**config.mk**
```make
export PLATFORM = sky130hd
export DESIGN_NAME = freq_gen_nco
export DESIGN_NICKNAME = d
export VERILOG_FILES = /design/src/rtl/freq_gen_nco_pkg.sv /design/src/rtl/freq_gen_nco_phase_acc.sv /design/src/rtl/freq_gen_nco.sv
export SDC_FILE = /design/constraint.sdc
export NUM_CORES = 1
export LEC_CHECK = 0
export ABC_AREA = 1
export BUFFER_PORTS_ARGS = -buffer_cell sky130_fd_sc_hd__buf_2
export CORE_ASPECT_RATIO = 0.9
export CORE_UTILIZATION = 49
export DETAILED_ROUTE_END_ITERATION = 6
export GPL_TIMING_DRIVEN = 1
export PLACE_DENSITY_LB_ADDON = 0.25
export RECOVER_POWER = 25
export SLEW_MARGIN = 20
export SYNTH_ARGS = -nofsm -noshare
export SYNTH_HDL_FRONTEND = slang
export SYNTH_SLANG_ARGS = --single-unit
```
**constraint.sdc**
```tcl
create_clock -name sys_clk_50m -period 6.7 [get_ports sys_clk_50m]
set_clock_uncertainty 0.05 [all_clocks]
set_input_delay 1.005 -clock sys_clk_50m [delete_from_list [all_inputs] [get_ports sys_clk_50m]]
set_output_delay 1.005 -clock sys_clk_50m [all_outputs]
set_load 0.02 [all_outputs]
```
**src/rtl/freq_gen_nco_pkg.sv**
```systemverilog
// Shared definitions for the square-wave NCO: state encoding and default widths.
package freq_gen_nco_pkg;

    localparam int ACC_W_DEF = 32;
    localparam int CNT_W_DEF = 64;
    localparam int BURST_W   = 32;

    // Largest legal tuning word: half the accumulator range, toggling ch_out every clock.
    localparam logic [ACC_W_DEF-1:0] TW_MAX = {1'b1, {(ACC_W_DEF-1){1'b0}}};

    typedef enum logic [1:0] {
        IDLE  = 2'd0,
        RUN   = 2'd1,
        DRAIN = 2'd2
    } nco_state_t;

endpackage

```
**src/rtl/freq_gen_nco_phase_acc.sv**
```systemverilog
// Phase accumulator: registered acc with adder and carry-out (wrap) flag.
module nco_phase_acc
    import freq_gen_nco_pkg::*;
#(
    parameter int ACC_W = ACC_W_DEF
) (
    input  logic             clk,
    input  logic             rst,
    input  logic             en,
    input  logic             clr,
    input  logic [ACC_W-1:0] tw,
    output logic [ACC_W-1:0] acc,
    output logic             wrap
);

    logic [ACC_W:0] sum_p0;

    assign sum_p0 = {1'b0, acc} + {1'b0, tw};
    assign wrap   = en & sum_p0[ACC_W];

    // Stage p1: phase register
    always_ff @(posedge clk or posedge rst) begin
        if (rst) begin
            acc <= '0;
        end else if (clr) begin
            acc <= '0;
        end else if (en) begin
            acc <= sum_p0[ACC_W-1:0];
        end
    end

endmodule

```
**src/rtl/freq_gen_nco.sv**
```systemverilog
// Programmable square-wave generator: NCO phase accumulator, burst/stop control,
// glitch-free tuning-word updates at period boundaries and a rising-edge counter.
module freq_gen_nco
    import freq_gen_nco_pkg::*;
#(
    parameter int     ACC_W  = ACC_W_DEF,
    parameter longint CLK_HZ = 50_000_000,
    parameter int     CNT_W  = CNT_W_DEF
) (
    input  logic               sys_clk_50m,
    input  logic               sys_rst,
    input  logic [ACC_W-1:0]   tw_in,
    input  logic               tw_valid,
    output logic               tw_ready,
    input  logic [BURST_W-1:0] burst_len,
    input  logic               start,
    input  logic               stop,
    input  logic               clr_cnt,
    output logic               busy,
    output logic               done,
    output logic               ch_out,
    output logic [CNT_W-1:0]   edge_cnt
);

    if (ACC_W < 2) begin : g_bad_acc_w
        $error("ACC_W must be at least 2");
    end
    if (CLK_HZ <= 0) begin : g_bad_clk_hz
        $error("CLK_HZ must be positive");
    end

    localparam logic [ACC_W-1:0] TW_CLAMP = {1'b1, {(ACC_W-1){1'b0}}};

    function automatic logic [ACC_W-1:0] sat_tw(input logic [ACC_W-1:0] tw);
        return (tw > TW_CLAMP) ? TW_CLAMP : tw;
    endfunction

    nco_state_t         state_q, state_d;
    logic [ACC_W-1:0]   tw_active, tw_pend;
    logic               pend_vld;
    logic [BURST_W-1:0] burst_q, period_q, period_inc;
    logic [ACC_W-1:0]   acc;
    logic               wrap;
    logic               acc_en, acc_clr;
    logic               apply_pend, capture;
    logic               burst_end, zero_next;
    logic               ch_out_p1;

    nco_phase_acc #(
        .ACC_W (ACC_W)
    ) u_phase_acc (
        .clk  (sys_clk_50m),
        .rst  (sys_rst),
        .en   (acc_en),
        .clr  (acc_clr),
        .tw   (tw_active),
        .acc  (acc),
        .wrap (wrap)
    );

    assign ch_out   = acc[ACC_W-1];
    assign busy     = (state_q != IDLE);
    assign tw_ready = ~pend_vld;
    assign capture  = tw_valid & ~pend_vld;

    assign period_inc = period_q + 1'b1;
    assign burst_end  = (burst_q != '0) && (period_inc == burst_q);
    assign zero_next  = pend_vld && (tw_pend == '0);

    always_comb begin
        state_d    = state_q;
        apply_pend = 1'b0;
        case (state_q)
            IDLE: begin
                apply_pend = pend_vld;
                if (start && (tw_active != '0)) state_d = RUN;
            end
            RUN: begin
                apply_pend = wrap & pend_vld;
                // A stop landing on a wrap has already reached the period end.
                if (wrap && (burst_end || zero_next || stop)) state_d = IDLE;
                else if (stop)                                state_d = DRAIN;
            end
            DRAIN: begin
                apply_pend = wrap & pend_vld;
                if (wrap) state_d = IDLE;
            end
            default: state_d = IDLE;
        endcase
    end

    assign acc_en  = (state_q != IDLE);
    assign acc_clr = (state_d == IDLE);

    always_ff @(posedge sys_clk_50m or posedge sys_rst) begin
        if (sys_rst) begin
            state_q   <= IDLE;
            done      <= 1'b0;
            pend_vld  <= 1'b0;
            tw_active <= '0;
            period_q  <= '0;
            ch_out_p1 <= 1'b0;
            edge_cnt  <= '0;
        end else begin
            state_q <= state_d;
            done    <= (state_q != IDLE) && (state_d == IDLE);

            if (apply_pend) begin
                tw_active <= tw_pend;
                pend_vld  <= 1'b0;
            end else if (capture) begin
                pend_vld  <= 1'b1;
            end

            if (state_q == IDLE && state_d == RUN) period_q <= '0;
            else if (state_q == RUN && wrap)       period_q <= period_inc;

            ch_out_p1 <= ch_out;
            if (clr_cnt)                 edge_cnt <= '0;
            else if (ch_out && !ch_out_p1) edge_cnt <= edge_cnt + 1'b1;
        end
    end

    // Data-only registers: qualified by pend_vld / state, so no reset needed.
    always_ff @(posedge sys_clk_50m) begin
        if (capture)                           tw_pend <= sat_tw(tw_in);
        if (state_q == IDLE && state_d == RUN) burst_q <= burst_len;
    end

endmodule

```
==> summary.md, run 1 <==
| Metric | Value |
|---|---|
| Post-CTS sizing | 0 |
| Setup crit end kind | register |
| Layout cells sized above 1 | a little over an eighth |
| Worst Hold End | ch_out_p1$_DFF_PP0_ |
| Share of async-settable or async-resettable flops after synthesis | 72.1% |
| Total negative slack | 0 ns |
| Reg-to-Reg End | burst_q[8]$_DFFE_PP_ |
| Hold Slack | 0.377 ns |
| Vias | between 10,000 and 15,000 |
| FF-to-FF setup slack | around 2.4 ns |
| Clk slew on worst S/H paths | 0.06 ns |
| DRC | 0 |
| Wire length per cell | 14.9 um |
| Largest area contributor in the netlist | dfrtp_1 |
| Die area | 28,500 sq um |
| Mapped cell area | 13,600 sq um |
| Core area | 27,200 sq um |
| Htree depth | 1 |
| Vias in the first global route | 11,827 |
| Synth area leaders | dfrtp_1, edfxtp_1, nand2_1 |
| Tcrit/Tclk final | 64.0% |
| Post-synth top cells | nand2_1, inv_1, nor2_1 |
| Cell depth of the worst min-delay path | 0 |
| RR Startpoint | tw_active[0]$_DFFE_PP0P_ |
| Yosys cell types | 51 |
| Fmax achieved | 0.233 GHz |
| Clk Latency, worst-skew pair | around 0.53 ns |
| Nets@finish | 2,041 |
| Synthesized area per cell | 7.59 sq um |
| Longest Clk Path Bufs | 3 |
| Worst Setup SP | tw_active[0]$_DFFE_PP0P_ |
| Crit-path leading delay family | buffers and inverters |
| Cell count after synthesis | ~1,800 |
| Flop and latch count out of synthesis | 229 |
| Clock Sinks | between 200 and 250 |
| Post-synth EDFFs | 64 |
| Arrival @ worst endpoint | roughly 4.4 ns |
| Area delta synth->final | 14.7% |
| Final worst slack | 2.41 ns |
| Max stage delay on crit path | 0.76 ns |
| Hold Vio Cnt, Final | 0 |
| CTS Buf Count | 26 |
| Starting DRT DRC Count | roughly 1,000 |
| RePlAce Congestion | ~0.92 |
| Violated checks | capacitance limit, slew limit |
| Least-Margin Pin Slew | 4.16 ns |
| Routed wire length | 34,400 um |
| Finish-stage setup viols | 0 |
| Most used DFF post-synth | dfrtp_1 |
| Die Span X | 178 um |
| WP buf/inv | 5 |
| CP required | a little under 7 ns |
| Syn_nets | 1,906 |
| Port bufs | ~140 |
| Pre-CTS setup slack | 2.43 ns |
| # rows | 57 |
| Max capacitance violation total | 1 |
| Vias per cell | 5.33 |
| R2r worst-path depth | 18 |
| YS warnings | 0 |
| Count leader, synth | nand2_1 |
| CTS tree | built |
| Leak Pwr | 0.00723 uW |
| IO Count | 138 |
| Slew Limit Fails | 92 |
| Crit path cell chain | ha_1 > inv_1 > fa_1 > inv_1 > nand2_1 > o21ai_1 > inv_1 > o21ai_1 > a21o_1 > a21o_1 > nand2_1 > a21oi_2 > inv_1 > nand3_1 > nand2_1 > nand2_2 > nor2_4 > buf_4 |
| Status | finished with violations |
| Hold Crit Start | u_phase_acc.acc[31]$_DFFE_PP0P_ |
| Fin crit period | 4.29 ns |
| First-pass GRT wire length | 57,700 um |
| Crit-path max FO | 64 |
| Fill cell count | 2,533 |
| Critical Path Most Common Cell | inv_1 |
| Critical-path top delay cell | inv_1 |
| Global route overflow | 0 |
| Top cell type's share of synthesized area | 30.3% |
| Crit start category | register |
| Root Driver | clkbuf_16 |
| Setup Buffers After CTS | 0 |
| Power per standard cell area | 346 nW/um^2 |
| Crit Path Class | reg -> reg |
| Unrepaired setup endpoints after global routing | no |
| Die height | 160 um |
| CTS Hold Bufs | 0 |
| Initial core utilization | 50.2% |
| Post-detail-place hpwl | 25,000 um |
| Antenna viol nets, final | 0 |
| Pre-Repair DR Iteration Count | 5 |
| Worst hold-check path type | reg -> reg |
| Largest net degree at the start of global routing | slightly above 90 |
| Register area share after synthesis | ~44% |
| Max IR drop VDD | 0.208 mV |
| Tot GR Track Use | 24.7% |
| Slew headroom | -179% |
| Initial antenna violation count | 3 |
==> state kept, by name, indices dropped and copies added (netlist names) <==
signal,cells
edge_cnt,64
burst_q,32
period_q,32
tw_active,32
tw_pend,32
u_phase_acc.acc,32
state_q,2
ch_out_p1,1
done,1
pend_vld,1
==> cell type report <==
class                      instances  area (sq um)  area share [%]
multi-input combinational       1268          6450            41.2
sequential                       229          6050            38.7
inverter                         260           982            6.28
clock buffer                      39           832            5.32
timing repair buffer             147           759            4.85
tap                              354           443            2.83
clock inverter                     9           125           0.800
antenna                            3          7.51          0.0480
==> worst max path at each step <==
| stage | endpoint | cells past startpoint | slack [ns] |
|---|---|---|---|
| 2_1_floorplan | ch_out_p1$_DFF_PP0_ | 1 | 1.18 |
| 3_3_place_gp | burst_q[17]$_DFFE_PP_ | 18 | 2.53 |
| 3_5_place_dp | burst_q[12]$_DFFE_PP_ | 18 | 2.43 |
| 4_1_cts | burst_q[10]$_DFFE_PP_ | 18 | 2.43 |
| 5_1_grt | tw_active[31]$_DFFE_PP0P_ | 3 | 1.93 |
| 6_report | burst_q[8]$_DFFE_PP_ | 18 | 2.41 |
==> cells by family after synthesis <==
| group | Yosys count | synth area share [%] |
|---|---|---|
| adders and majority gates | 39 | 3.63 |
| and+or+nand+nor | 867 | 27.6 |
| DFF | 229 | 44.3 |
| xor gates and xnor gates | 26 | 1.87 |
| AOI/OAI and AO/OA | 334 | 13.8 |
| buffers and inverters | 300 | 8.59 |
| muxes | 2 | 0.156 |
==> where the power goes <==
part | leakage (uW) | internal (uW) | switching, uW
Combinational | 0.00392 | 612 | 1280
Sequential | 0.00282 | 1760 | 210
Clock | 0.000479 | 971 | 584
Total | 0.00723 | 3340 | 2080
==> metrics by stage <==
| stage | cell area [sq um] | util (%) | power [uW] | std cells |
|---|---|---|---|---|
| after floorplan | 13600 | - | 3420 | 1797 |
| after global placement | 14700 | 54.0 | 3820 | 2258 |
| after detailed placement | 14700 | 54.0 | 3870 | 2258 |
| after CTS | 15600 | 57.5 | 5440 | 2306 |
| after global routing | 15600 | 57.6 | 5810 | 2309 |
| final | 15600 | 57.6 | 5410 | 2309 |
==> layer usage <==
| layer | part of all wire [%] | GRT usage (%) |
|---|---|---|
| met1 | 46 | 34.2 |
| met2 | 46 | 40.1 |
| met3 | 5.2 | 3.08 |
| met4 | 3.0 | 7.65 |
| met5 | 0 | 0 |
==> cells in the final DEF (no fill, tap or decap), drive strengths merged, types with 4 or more instances in the layout <==
cell type | Yosys | routed
nand3 | 97 | 97
nand4 | 41 | 41
ha | 38 | 38
nor2 | 252 | 252
clkbuf | 31 | 40
or2 | 4 | 4
a21oi | 136 | 136
dfrtp | 165 | 165
clkinv | 0 | 5
xor2 | 13 | 13
o21ai | 157 | 157
o21a | 8 | 8
nand2 | 397 | 397
buf | 9 | 146
inv | 260 | 260
nor3 | 45 | 45
a31oi | 10 | 10
xnor2 | 11 | 11
nor4 | 22 | 22
edfxtp | 64 | 64
(Power assumes the default switching activity.)
==> inputs of run 2 (changes only) <==
==> constraint.sdc (replaced) <==
create_clock -name sys_clk_50m -period 3.6 [get_ports sys_clk_50m]
set_clock_uncertainty 0.05 [all_clocks]
set_input_delay 0.54 -clock sys_clk_50m [delete_from_list [all_inputs] [get_ports sys_clk_50m]]
set_output_delay 0.54 -clock sys_clk_50m [all_outputs]
set_load 0.02 [all_outputs]
==> run 2 against run 1 <==
Sequential cell count unchanged. Core utilization increased by 0.13 points. Critical path type unchanged. Highest routed layer unchanged. Clock power rose by 66%. Wire length is 0.78% lower. Global-route usage is 0.46 points lower. Maximum frequency grew 31%. Combinational power grew 93%. Die area unchanged. First-iteration DRC count rose by 6.1%. The flow still finishes with violations (capacitance limit, slew limit).
==> summary.md, run 2 (synthesis results as in run 1) <==
| Metric | Value |
|---|---|
| Status | finished with violations |
| Violated checks | capacitance limit, slew limit |
| Least-Margin Pin Slew | 2.06 ns (-2.10 ns) |
| Initial antenna violation count | 2 (-1) |
| Fmax achieved | 0.305 GHz (+31%) |
| Crit start category | register |
| Unrepaired setup endpoints after global routing | no |
| Global route overflow | 0 (unchanged) |
| # rows | 57 (unchanged) |
| Fill cell count | 2,508 (-0.99%) |
| Nets@finish | 2,054 (+0.64%) |
| Finish-stage setup viols | 0 (unchanged) |
| Routed wire length | 34,100 um (-0.78%) |
| Most common cell after layout, fill and taps aside | nand2_1 |
| Max stage delay on crit path | 0.40 ns (-0.36 ns) |
| CP required | 3.79 ns (-3.01 ns) |
| Placed instance area | 14,800 sq um (+1.1%) |
| Most frequent cells in the layout | nand2_1, inv_1, nor2_1 |
| CTS tree | built |
| Seq pwr share | 37.1% (+0.8 points) |
| Area delta synth->final | 14.9% |
| Met1 GRT Util | 34.0% (-0.23 points) |
| First-pass GRT wire length | 56,400 um (-2.2%) |
| Crit Path Class | reg -> reg |
| Vias per cell | 5.35 (+0.29%) |
| Leak Pwr | 0.00722 uW (about the same) |
| Port bufs | 137 (unchanged) |
| CTS Buf Count | 25 (-3.8%) |
| Reg area | 6050 sq um (unchanged) |
| IO Count | 138 (unchanged) |
| Post-detail-place hpwl | 25,300 um (+1.3%) |
| Slew Limit Fails | 77 (-16%) |
| Vias in the first global route | 11,553 (-2.3%) |
| M3 GR Usage | 2.65% (-0.43 points) |
| Met2 Use GR | 39.5% (-0.62 points) |
| Fin crit period | 3.28 ns (-1.00 ns) |
| Crit-path leading delay family | compound AO/OA/AOI/OAI gates |
| Max capacitance violation total | 2 (+1) |
| Wire length per cell | 14.7 um (-1.2%) |
| Logic pwr share | 36.9% (+1.9 points) |
| Largest Register | edge_cnt |
| Die area | 28,500 sq um (unchanged) |
| Pre-Repair DR Iteration Count | 5 (unchanged) |
| P_sw | 3850 uW (+85%) |
| Setup crit end kind | register |
| Final worst slack | 0.318 ns (-2.10 ns) |
| Slew headroom | -37.4% (+140 points) |
| Starting DRT DRC Count | 1,106 (+6.1%) |
| Die height | 160 um (unchanged) |
| Worst hold-check path type | in -> reg |
| Gr busiest metal | met2 |
| Vias | 12,396 (+0.72%) |
| Die Span X | 178 um (unchanged) |
| Crit-path max FO | 20 (-69%) |
| Multi-input logic area | 6450 sq um (+0.14%) |
| Layout cells sized above 1 | 13.4% (+0.027 points) |
| RePlAce Congestion | 0.919 (-0.27%) |
| Crit path cell chain | ha_1 > inv_1 > fa_1 > inv_1 > nand2_1 > o21ai_1 > inv_1 > o21ai_2 > a21o_1 > a21o_1 > nand2_1 > a21oi_2 > nor2_1 > nor2_2 > nand3_2 > nor2_4 > buf_4 > buf_12 |
| Internal power | 6040 uW (+81%) |
| Longest Clk Path Bufs | 3 (unchanged) |
| Clock Sinks | 229 (unchanged) |
| Clk Latency, worst-skew pair | 0.53 ns (about the same) |
| Root Driver | clkbuf_16 |
| Pre-CTS setup slack | 0.198 ns (-2.23 ns) |
| Power per standard cell area | 630 nW/um^2 (+82%) |
| Arrival @ worst endpoint | 3.47 ns (-0.92 ns) |
| Htree depth | 1 (unchanged) |
| DRC | 0 (unchanged) |
| Hold Vio Cnt, Final | 0 (unchanged) |
| Critical-path top delay cell | fa_1 |
| Final instance area | 15,700 sq um (+0.22%) |
| Initial core utilization | 50.2% (unchanged) |
| Core area | 27,200 sq um (unchanged) |
| Antenna viol nets, final | 0 (unchanged) |
| Critical Path Most Common Cell | inv_1 |
| WP buf/inv | 5 (unchanged) |
| Tot GR Track Use | 24.2% (-0.46 points) |
| Sw Share | 38.9% (+0.60 points) |
| Clock share of power | 26.0% (-2.7 points) |
| Clk slew on worst S/H paths | 0.06 ns (about the same) |
| Largest net degree at the start of global routing | 65 (-29%) |
| Max IR drop VDD | 0.368 mV (+77%) |
| Max FFs per register | 64 (unchanged) |
| Total negative slack | 0 ns (unchanged) |
| Tcrit/Tclk final | 91.2% (+27 points) |
[run 2: cell count changes in the layout (fill, tap and decap cells not counted), moves of 2 or more]
cell,delta
buf_12,+5
buf_2,-4
buf_4,+5
clkbuf_1,+9
clkbuf_16,-2
clkbuf_8,-8
clkinv_1,+3
nor2_1,-2
nor2_2,+2
[run 2: final timing paths]
path                                            startpoint                        endpoint  slack [ns]  cells after the start
setup reg to reg                  tw_active[0]$_DFFE_PP0P_           burst_q[13]$_DFFE_PP_        0.32                     18
hold reg to reg            u_phase_acc.acc[31]$_DFFE_PP0P_             ch_out_p1$_DFF_PP0_        0.42                      0
setup / recovery                  tw_active[0]$_DFFE_PP0P_           burst_q[13]$_DFFE_PP_        0.32                     18
hold / removal                               burst_len[12]           burst_q[12]$_DFFE_PP_        0.13                      1
min in group asynchronous                          sys_rst  u_phase_acc.acc[9]$_DFFE_PP0P_        0.27                      2
max in group asynchronous                          sys_rst         period_q[5]$_DFFE_PP0P_        0.74                      3
[run 2: area by class of cell]
type	count	share of cell area, %
Multi-Input combinational cell	1268	41.2
Sequential cell	229	38.6
Inverter	260	6.26
Timing Repair Buffer	161	5.97
Clock buffer	31	4.20
Tap cell	354	2.82
Clock inverter	14	0.965
Antenna cell	2	0.0319
[run 2: what timing repair did]
action | 4_1_cts | 5_1_grt
hold buffers | 0 | 0
gates resized for setup | 0 | 3
setup endpoints to repair | 0 | 61
buffers inserted | 0 | 3
[run 2: layer usage]
metal	part of all wire [%]	up-vias
met5	0	-
met4	2.7	0
met3	5.7	55
met2	46	368
met1	46	5747
li1	-	6226
[run 2: per-stage QoR]
stage          std cells  hold slack, ns  power (uW)  utilization (%)
2_1_floorplan       1797           0.430        6360                -
3_3_place_gp        2268           0.419        7170             54.6
3_5_place_dp        2268           0.416        7280             54.6
4_1_cts             2313           0.103        9880             57.6
5_1_grt             2319           0.114       10600             57.7
6_report            2319           0.130        9880             57.7
[run 2: power by group through the flow]
stage          combinational, uW  sequential, uW  clock, uW
6_report                    3650            3670       2570
5_1_grt                     4180            3720       2720
4_1_cts                     3600            3660       2620
3_5_place_dp                3580            3700          0
3_3_place_gp                3480            3690          0
2_1_floorplan               2800            3560          0
==> inputs of run 3 (changes only) <==
--- a/config.mk
+++ b/config.mk
@@ -11,9 +11,10 @@
 export CORE_UTILIZATION = 49
 export DETAILED_ROUTE_END_ITERATION = 6
 export GPL_TIMING_DRIVEN = 1
-export PLACE_DENSITY_LB_ADDON = 0.25
+export PLACE_DENSITY = 0.71
 export RECOVER_POWER = 25
 export SLEW_MARGIN = 20
 export SYNTH_ARGS = -nofsm -noshare
 export SYNTH_HDL_FRONTEND = slang
+export SYNTH_HIERARCHICAL = 1
 export SYNTH_SLANG_ARGS = --single-unit
==> run 3 against run 2 <==
The run still ends with capacitance limit, slew limit left. Largest cell class unchanged. Clock-buffer cell count fell by 3. Sequential power up 3%. Setup slack worse by 0.059 ns. Largest power group is now combinational cells. Wire length rose by 18%.
==> summary.md, run 3 <==
| Metric | Value |
|---|---|
| Post-synth EDFFs | 64 (unchanged) |
| Crit-path max FO | 32 (+60%) |
| Htree depth | 1 (unchanged) |
| Largest area contributor in the netlist | dfrtp_1 |
| Overall Power | 10,800 uW (+9.3%) |
| Crit start category | register |
| Root Driver | clkbuf_16 |
| Area delta synth->final | 15.8% |
| Wire length per cell | 15.4 um (+4.3%) |
| Setup crit end kind | register |
| CTS tree | built |
| Placed cell count | 2,567 (+13%) |
| CP required | 3.97 ns (+0.18 ns) |
| Vias | 13,769 (+11%) |
| Clk Latency, worst-skew pair | 0.54 ns (about the same) |
| Layout Cells excl Fill | 2,624 (+13%) |
| DRC | 0 (unchanged) |
| RePlAce Congestion | 0.958 (+4.2%) |
| Starting DRT DRC Count | 1,266 (+14%) |
| Fin crit period | 3.34 ns (+0.0590 ns) |
| Clk slew on worst S/H paths | 0.06 ns (about the same) |
| Yosys cell types | 49 (-3.9%) |
| Vias in the first global route | 12,624 (+9.3%) |
| Arrival @ worst endpoint | 3.71 ns (+0.24 ns) |
| Most used DFF post-synth | dfrtp_1 |
| Most common cell after layout, fill and taps aside | nand2_1 |
| Leak Pwr | 0.00823 uW (+14%) |
| Largest net degree at the start of global routing | 116 (+78%) |
| First-pass GRT wire length | 64,800 um (+15%) |
| Die height | 165 um (+2.8%) |
| Mapped cell area | 14,400 sq um (+5.7%) |
| Synth area leaders | dfrtp_1, nand2_1, edfxtp_1 |
| IO Count | 138 (unchanged) |
| Fmax achieved | 0.299 GHz (-1.8%) |
| Die area | 30,100 sq um (+5.6%) |
| Tcrit/Tclk final | 92.8% (+1.6 points) |
| Slew headroom | -8.63% (+29 points) |
| Final instance area | 16,700 sq um (+6.5%) |
| YS warnings | 6 (+6) |
| Hold Vio Cnt, Final | 0 (unchanged) |
| Routed wire length | 40,300 um (+18%) |
| Cell count after synthesis | 2,049 (+14%) |
| Crit Path Class | reg -> reg |
| Initial core utilization | 49.8% (-0.39 points) |
| Antenna viol nets, final | 0 (unchanged) |
| Max FFs per register | 64 (unchanged) |
| Slew Limit Fails | 116 (+51%) |
| Top cell type's share of synthesized area | 28.6% (-1.6 points) |
| Layout cells sized above 1 | 12.4% (-1.0 points) |
| Initial antenna violation count | 2 (unchanged) |
| Share of async-settable or async-resettable flops after synthesis | 72.1% (unchanged) |
| # rows | 59 (+3.5%) |
| Longest Clk Path Bufs | 3 (unchanged) |
| Most frequent cells in the layout | nand2_1, inv_1, nor2_1 |
| Die Span X | 183 um (+2.8%) |
| Port bufs | 137 (unchanged) |
| Violated checks | capacitance limit, slew limit |
| Nets@finish | 2,316 (+13%) |
| Global route overflow | 0 (unchanged) |
| Post-detail-place hpwl | 30,400 um (+20%) |
| Tot GR Track Use | 26.8% (+2.6 points) |
| CTS Hold Bufs | 0 (unchanged) |
| Syn_nets | 2,158 (+13%) |
| Max IR drop VDD | 0.402 mV (+9.2%) |
| Placed instance area | 15,600 sq um (+5.4%) |
| Pre-Repair DR Iteration Count | 6 (+1) |
| Synthesized area per cell | 7.04 sq um (-7.3%) |
| Fill cell count | 2,822 (+13%) |
| Power per standard cell area | 647 nW/um^2 (+2.6%) |
| Clock Sinks | 229 (unchanged) |
| Finish-stage setup viols | 0 (unchanged) |
| Core area | 28,900 sq um (+6.5%) |
| Flop and latch count out of synthesis | 229 (unchanged) |
| Least-Margin Pin Slew | 1.63 ns (-0.431 ns) |
| Worst hold-check path type | in -> reg |
| CTS Buf Count | 26 (+4.0%) |
| Post-synth top cells | nand2_1, inv_1, nor2_1 |
| Max capacitance violation total | 1 (-1) |
| Count leader, synth | nand2_1 |
| Register area share after synthesis | 42.0% (-2.4 points) |
| Status | finished with violations |
| Largest Register | edge_cnt |
| Vias per cell | 5.25 (-1.8%) |
| Final Util | 57.7% (about the same) |
## run 3: repair_timing
action,4_1_cts,5_1_grt
hold endpoints to repair,0,0
endpoints found under the setup margin,0,58
buffers inserted,0,8
gates resized for setup,0,13
## run 3: cell families after synthesis
kind of cell	Yosys count	synth area share (%)
simple gates	1171	34.9
buf+inv	365	9.81
compound gates	231	8.67
flops	229	42.0
fa+ha+maj	39	3.44
xor+xnor	11	0.954
mux	3	0.234
## run 3: worst max-delay path, stage by stage, from the launching register on
cell     delay (ns)
dfrtp_1        0.37
ha_2           0.20
inv_1          0.05
fa_1           0.40
inv_1          0.12
nand3_1        0.09
nand3_2        0.11
nand2_1        0.06
nand2_1        0.14
nand2_1        0.09
nand3_1        0.10
nand2_1        0.07
a21oi_2        0.13
inv_1          0.05
nand2_1        0.05
inv_1          0.05
nor2_1         0.12
nor2_1         0.07
o21ai_2        0.07
nand2_1        0.07
nand2_1        0.08
nand2_1        0.09
inv_2          0.11
nor2_2         0.06
buf_12         0.18
a32o_1         0.24
## run 3: area by class of cell
type,instances,area [sq um],share of cell area (%)
antenna,2,5.00,0.0300
clock buffer,28,668,4.00
clock inverter,19,303,1.81
inverter,330,1240,7.44
multi-input combinational,1455,7000,41.9
sequential,229,6050,36.2
tap,396,495,2.97
timing repair buffer,165,928,5.56
## run 3: power by group
group	switching [uW]	internal, uW
sequential	485	3300
clock	1110	1910
combinational	2620	1380
## run 3: routing by layer
metal	up-vias	part of all wire [%]	track usage [%]
met1	6411	47	38.3
met4	0	1.9	6.06
met3	45	7.3	4.83
li1	6884	-	-
met2	429	44	42.4
met5	-	0	0
## run 3: through the flow
step           worst slack [ns]  TNS (ns)  hold slack, ns
2_1_floorplan             0.410         0           0.405
3_3_place_gp              0.168         0           0.419
3_5_place_dp             0.0175         0           0.422
4_1_cts                 0.00932         0          0.0168
5_1_grt                -0.00827   -0.0159           0.106
6_report                  0.259         0           0.128
## run 3: path summary, 6_finish.rpt
kind / start / endpoint / slack (ns) / cells after the start
worst min-delay path: burst_len[3] / burst_q[3]$_DFFE_PP_ / 0.13 / 1
worst max-delay path: tw_active[0]$_DFFE_PP0P_ / u_phase_acc/acc[4]$_DFFE_PP0P_ / 0.26 / 25
worst min register to register: u_phase_acc/acc[22]$_DFFE_PP0P_ / u_phase_acc/acc[22]$_DFFE_PP0P_ / 0.44 / 2
worst max register to register: tw_active[0]$_DFFE_PP0P_ / u_phase_acc/acc[4]$_DFFE_PP0P_ / 0.26 / 25
min in group asynchronous: sys_rst / period_q[31]$_DFFE_PP0P_ / 0.14 / 2
max in group asynchronous: sys_rst / period_q[0]$_DFFE_PP0P_ / 1.13 / 3
